<file path="src/rtl/turn_sig_pkg.sv">
// Shared types for the turn signal scheduler: mode encoding, lamp phase type and
// the request arbitration rule.
package turn_sig_pkg;

    typedef enum logic [1:0] {
        IDLE  = 2'b00,
        LEFT  = 2'b01,
        RIGHT = 2'b10,
        HAZ   = 2'b11
    } mode_e;

    typedef logic [1:0] phase_t;

    localparam phase_t PHASE_LAST = 2'd3;

    // Hazard wins, and both sides together count as a hazard request.
    function automatic mode_e arbitrate(input logic left, input logic right, input logic haz);
        mode_e w_res;
        if (haz || (left && right)) begin
            w_res = HAZ;
        end else if (left) begin
            w_res = LEFT;
        end else if (right) begin
            w_res = RIGHT;
        end else begin
            w_res = IDLE;
        end
        return w_res;
    endfunction

endpackage

</file>
<file path="src/rtl/tick_prescaler.sv">
// Lamp-step prescaler: counts 0..TICK_DIV-1 while enabled and flags the last count.
module tick_prescaler #(
    parameter int unsigned TICK_DIV = 4
) (
    input  logic i_clk,
    input  logic i_rst_n,
    input  logic i_clear,
    input  logic i_enable,
    output logic o_tc
);

    localparam int unsigned CntW = $clog2(TICK_DIV);
    localparam logic [CntW-1:0] CntLast = CntW'(TICK_DIV - 1);

    logic [CntW-1:0] r_cnt;

    assign o_tc = i_enable && (r_cnt == CntLast);

    always_ff @(posedge i_clk or negedge i_rst_n) begin
        if (!i_rst_n) begin
            r_cnt <= '0;
        end else if (i_clear) begin
            r_cnt <= '0;
        end else if (i_enable) begin
            r_cnt <= o_tc ? '0 : r_cnt + CntW'(1);
        end
    end

endmodule

</file>
<file path="src/rtl/turn_signal_scheduler.sv">
// Turn signal sequencer: arbitrates left/right/hazard requests and steps a 4-phase lamp
// sequence every TICK_DIV cycles. Define TURN_SCHED_CANCEL_EN to let a dropped request abort.
module turn_signal_scheduler
    import turn_sig_pkg::*;
#(
    parameter int unsigned TICK_DIV = 4
) (
    input  logic       clk,
    input  logic       reset,
    input  logic       left_sw,
    input  logic       right_sw,
    input  logic       haz_sw,
    output logic [1:0] mode,
    output logic [1:0] phase,
    output logic       step,
    output logic       busy
);

    mode_e  r_mode;
    mode_e  w_mode_nxt;
    mode_e  w_arb;
    phase_t r_phase;
    phase_t w_phase_nxt;
    logic   r_step;
    logic   w_step_nxt;
    logic   r_busy;
    logic   w_tc;
    logic   w_clear;
    logic   w_active;
    logic   w_preempt;
    logic   w_cancel;
    logic   w_wrap;

    assign w_arb     = arbitrate(left_sw, right_sw, haz_sw);
    assign w_active  = (r_mode != IDLE);
    assign w_preempt = haz_sw && ((r_mode == LEFT) || (r_mode == RIGHT));
    assign w_wrap    = w_tc && (r_phase == PHASE_LAST);

`ifdef TURN_SCHED_CANCEL_EN
    always_comb begin
        w_cancel = 1'b0;
        case (r_mode)
            LEFT:    w_cancel = !left_sw;
            RIGHT:   w_cancel = !right_sw;
            HAZ:     w_cancel = !(haz_sw || (left_sw && right_sw));
            default: w_cancel = 1'b0;
        endcase
    end
`else
    assign w_cancel = 1'b0;
`endif

    // Any (re)entry restarts the prescaler so the first step lands TICK_DIV cycles later.
    assign w_clear = !w_active || w_preempt || w_cancel;

    tick_prescaler #(
        .TICK_DIV (TICK_DIV)
    ) u_prescaler (
        .i_clk    (clk),
        .i_rst_n  (reset),
        .i_clear  (w_clear),
        .i_enable (w_active),
        .o_tc     (w_tc)
    );

    always_comb begin
        w_mode_nxt  = r_mode;
        w_phase_nxt = r_phase;
        w_step_nxt  = 1'b0;
        if (!w_active) begin
            w_mode_nxt  = w_arb;
            w_phase_nxt = '0;
        end else if (w_preempt) begin
            w_mode_nxt  = HAZ;
            w_phase_nxt = '0;
        end else if (w_cancel) begin
            w_mode_nxt  = IDLE;
            w_phase_nxt = '0;
        end else if (w_tc) begin
            w_phase_nxt = r_phase + 2'd1;
            w_step_nxt  = 1'b1;
            if (w_wrap) begin
                w_mode_nxt = w_arb;
                // Step stays low when the wrap drops back to IDLE.
                w_step_nxt = (w_arb != IDLE);
            end
        end
    end

    always_ff @(posedge clk or negedge reset) begin
        if (!reset) begin
            r_mode  <= IDLE;
            r_phase <= '0;
            r_step  <= 1'b0;
            r_busy  <= 1'b0;
        end else begin
            r_mode  <= w_mode_nxt;
            r_phase <= w_phase_nxt;
            r_step  <= w_step_nxt;
            r_busy  <= (w_mode_nxt != IDLE);
        end
    end

    assign mode  = r_mode;
    assign phase = r_phase;
    assign step  = r_step;
    assign busy  = r_busy;

endmodule

</file>
<file path="config.mk">
export PLATFORM = sky130hd
export DESIGN_NAME = turn_signal_scheduler
export DESIGN_NICKNAME = d
export VERILOG_FILES = /design/src/rtl/turn_sig_pkg.sv /design/src/rtl/tick_prescaler.sv /design/src/rtl/turn_signal_scheduler.sv
export SDC_FILE = /design/constraint.sdc
export NUM_CORES = 1
export LEC_CHECK = 0
export ABC_AREA = 1
export CORE_AREA = 2 2 39 41
export CTS_CLUSTER_DIAMETER = 40
export DETAILED_ROUTE_END_ITERATION = 8
export DIE_AREA = 0 0 41 43
export SYNTH_ARGS = -nofsm -noshare
export SYNTH_HDL_FRONTEND = slang
export SYNTH_SLANG_ARGS = --single-unit
export TNS_END_PERCENT = 10
</file>
<file path="constraint.sdc">
create_clock -name clk -period 1.6 [get_ports clk]
set_input_delay 0.32 -clock clk [delete_from_list [all_inputs] [get_ports clk]]
set_output_delay 0.32 -clock clk [all_outputs]
set_load 0.05 [all_outputs]
</file>
; Word-level counts from Yosys, hierarchy flattened
; Index checks and enable logic that the tools add are counted.
[word_totals]
regBits = 8
elab_cells = 41
input_bits = 5
[classes]
reduce_logical = 12
eq_ne = 5
muxes = 17
add_sub_neg = 2
[op_table]
columns = op, count
row1 = 2-bit 2-to-1 mux, 13
row2 = 2-bit nonzero test, 4
row3 = "2-bit == test, second input constant", 3
row4 = "2-bit by 1-bit adder with 2-bit output, second input constant", 2
row5 = 1-bit logical AND, 4
row6 = 1-bit 2-to-1 mux, 4
row7 = 1-bit logical OR, 3
row8 = "3-bit != test, second input constant", 1
row9 = "2-bit by 1-bit == test with 1-bit output, second input constant", 1
row10 = 1-bit logical NOT, 1

; Depth between registers and ports, before layout
[depth]
depth_word = 8
mapped_depth = 8
depth_no_buf = 8

; Hierarchy
; From an unflattened synthesis, not the netlist that was laid out.
[hier_totals]
hier_cells = 57
hier_area_um2 = 446.7
[by_module_without_submodules]
columns = module, n_inst, area_per_inst_um2, seq_area_each_um2, cells_each
row1 = turn_signal_scheduler, 1, 329.1, 150.1, 41
row2 = tick_prescaler, 1, 117.6, 50.0, 16

; Least setup slack after synthesis
; No wires, ideal clock.
[synth_timing]
path_kind = register to register
startpoint = reg r_mode[0] (netlist: mode[0])
endpoint = reg r_busy (netlist: busy)
slack_ns = 0.018
period_less_slack_ns = 1.582
stages_incl_launch_ff = 7
required_ns = 1.482
t_arrival_ns = 1.464
path_cell_list = dfrtp_1 -> inv_1 -> ha_1 -> a21oi_2 -> nand3_1 -> nand2_1 -> nand2_1
[synth_between]
elab_chain_len = 8
elab_cells_between_ends = 12
classes_between = eq/ne (2) / mux (4) / reduce/logical (6)
[synth_rtl]
columns = element, line
row1 = start: declaration, turn_signal_scheduler.sv:19  ; mode_e r_mode;
row2 = start signal: assignment, turn_signal_scheduler.sv:97  ; r_mode <= w_mode_nxt;
row3 = 2-bit nonzero test, turn_signal_scheduler.sv:35  ; assign w_active = (r_mode != IDLE);
row4 = 1-bit logical AND, tick_prescaler.sv:17  ; assign o_tc = i_enable && (r_cnt == CntLast);
row5 = 1-bit logical AND, turn_signal_scheduler.sv:37  ; assign w_wrap = w_tc && (r_phase == PHASE_LAST);
row6 = 2-bit 2-to-1 mux, turn_signal_scheduler.sv:82  ; if (w_wrap) begin
row7 = 2-bit 2-to-1 mux, turn_signal_scheduler.sv:79  ; end else if (w_tc) begin
row8 = 2-bit 2-to-1 mux, turn_signal_scheduler.sv:73  ; end else if (w_preempt) begin
row9 = 2-bit 2-to-1 mux *, turn_signal_scheduler.sv:70  ; if (!w_active) begin
row10 = 2-bit nonzero test *, turn_signal_scheduler.sv:100  ; r_busy <= (w_mode_nxt != IDLE);
row11 = end signal: assignment, turn_signal_scheduler.sv:100
row12 = end: declaration, turn_signal_scheduler.sv:26  ; logic r_busy;
; Every way passes the cells marked *; elsewhere a longest branch is shown, timed or not.
; A chain may end at the register's enable or synchronous reset.

; Worst setup path in the final report
; Same ends and word-level chain as after synthesis.

==> out/qor.yml <==
outcome: "finished clean"
grtUsageMet1_pct: 13.49
endpoint_kind: "flop"
synthXorXnorAreaFrac_pct: 0
worst_slew_pin_slew_ns: 0.3453
cts_hold_buf: 0
min_period_ns: 1.391
ant_nets: 0
synth_compound_area_share_pct: 4.938
wl_per_cell_um: 9.474
required_ns: 1.74
rsz0062_at_grt: "no"
timing.fmax_ghz: 0.7192
peakVddDrop_uv: 847.3
syn_area_um2: 405.4
clk_latency_ns: 0.25
routabilityCongestion: 0.7879
crit_type: "flop to flop"
synth_fp_nets: 55
io_pins: 11
synth_top_area_share_pct: 49.38
io_buffers: 10
layout.nets: 70
num_rows: 14
globalRouteMet3Util_pct: 1.571
die_x_um: 41
wirelength_um: 720
start_util_pct: 29.29
grt_pass1_vias: 294
synth_top_family_by_area: "simple AND/OR/NAND/NOR gates"
synth_simple_gate_area_share_pct: 28.09
grtUsageMet2_pct: 12.50
grt_pass1_wl_um: 1138
clkSlewWorstSetupHoldPaths_ns: 0.05
finalHoldViolations: 0
synth_area_leaders: "dfrtp_1 49%, nand2_1 10%, ha_1 9.3%, nand3_1 7.4%, inv_1 6.5%"
final_common_cell: "nand2_1"
cts_max_path_buffers: 2
skew_ns: 0.002036
tritoncts: "done"
grt_max_degree: 9
layout_common_cells: "11 x nand2_1, 8 x dfrtp_1, 7 x inv_1, 6 x nand3_1, 4 x clkdlybuf4s50_1"
drtIter0Drc: 6
drive_above_1_share_pct: 25.00
syn_inst: 47
leakage_nw: 0.3011
drc: 0
vias_per_cell: 4.474
arrival_ns: 1.53
dieArea_um2: 1763
crit_path_start_kind: "flop"
avgSynthCellArea_um2: 8.625
ys_seq_area_share_pct: 49.38
grt.total_usage_pct: 10.62
setup_viol: 0
worstHoldPathType: "primary input to asynchronous set/reset pin"
cts_max_level: 1
die-height_um: 43
core_um2: 1384
diodes: 0
grt_overflow: 0
hpwl_um: 595.3
firstDrtPassIters: 4
synth_seq_cells: 8
synth_cell_type_count: 15
utilization_pct: 41.23
top_usage_layer: "met4"
cts.sinks: 8
cts_buffers: 3
maxSlewHeadroom_pct: 76.91
final_max_slew_viol_count: 0
ys_warn_count: 0
fill_cells: 137
power_density_nw_per_um2: 2111
cts.repair.resized: 0
regArea_um2: 200.2
synth_fa_ha_area_share_pct: 9.259
area_growth_pct: 40.74
multi_input_area_um2: 171.4
num_vias: 340
clock-root-buffer: "clkbuf_4"
antenna_found_initial: 0
crit_fanout: 5
cts_setup_buffers: 0
fin_tns_setup_ns: 0
final.period_utilization_pct: 86.91
synthMuxAreaShare_pct: 0
yosys.area.top_type: "dfrtp_1"
maxCapViolations: 0
-- flip-flops by register name, summed over array words and instances (netlist names) --
register and flops:
mode 2, phase 2, u_prescaler.r_cnt 2, busy 1
step 1
-- metal layers --
metal	share of wire [%]	routed length, µm
met2	42	305
met4	6.4	46
met3	4.7	34
met5	0	0
met1	46	333
-- worst max-delay path: stages (launching register included) --
cell and delay [ns]:
dfrtp_1 0.41, inv_1 0.06, ha_1 0.32, a21oi_2 0.26, nand3_1 0.10, nand2_1 0.10, nand2_1 0.05
-- logic make-up (layout without fill, tap and decap cells) --
group / after synthesis / after routing
adder cells (fa/ha/maj): 3 / 3
AO/OA/AOI/OAI: 3 / 3
AND/OR/NAND/NOR: 24 / 24
flip-flops: 8 / 8
buffers and inverters: 9 / 22
-- cells in the mapped netlist, drive strengths merged --
master and n:
nor2 3, a21oi 1, and3 1, inv 9, a31oi 1, nand2 12, dfrtp 8, ha 3
nand3 7, o21ai 1, nand4 1
-- report_power, final --
part	switching [mW]	internal, mW
Clock	0.0663	0.0857
Combinational	0.414	0.285
Sequential	0.0641	0.289
-- final cells by class --
cell class | count | share of cell area (%)
Sequential cell | 8 | 35.09
Clock buffer | 3 | 3.947
Tap cell | 16 | 3.509
Multi-Input combinational cell | 30 | 30.04
Timing Repair Buffer | 10 | 21.49
Inverter | 9 | 5.921
-- final timing paths --
kind                                 startpoint                    to  slack [ns]  cells after the start
max                                     mode[0]                  busy        0.21                      6
min                                       reset                  step        0.34                      1
max reg2reg                             mode[0]                  busy        0.21                      6
min reg2reg                u_prescaler.r_cnt[0]  u_prescaler.r_cnt[0]        0.43                      1
max in group asynchronous                 reset               mode[0]        1.01                      1
min in group clk           u_prescaler.r_cnt[0]  u_prescaler.r_cnt[0]        0.43                      1
-- through the flow --
step | cell area, µm² | setup slack [ns] | hold slack, ns | total power [mW] | cells
2_1_floorplan | 405.4 | 0.01797 | 0.02441 | 0.7964 | 47
3_3_place_gp | 548.0 | 0.2008 | 0.4258 | 1.051 | 73
3_5_place_dp | 548.0 | 0.1904 | 0.4332 | 1.064 | 73
4_1_cts | 570.5 | 0.2125 | 0.3499 | 1.218 | 76
5_1_grt | 570.5 | 0.1241 | 0.3710 | 1.292 | 76
6_report | 570.5 | 0.2095 | 0.3360 | 1.205 | 76
Power figures use the tool's default switching activity.
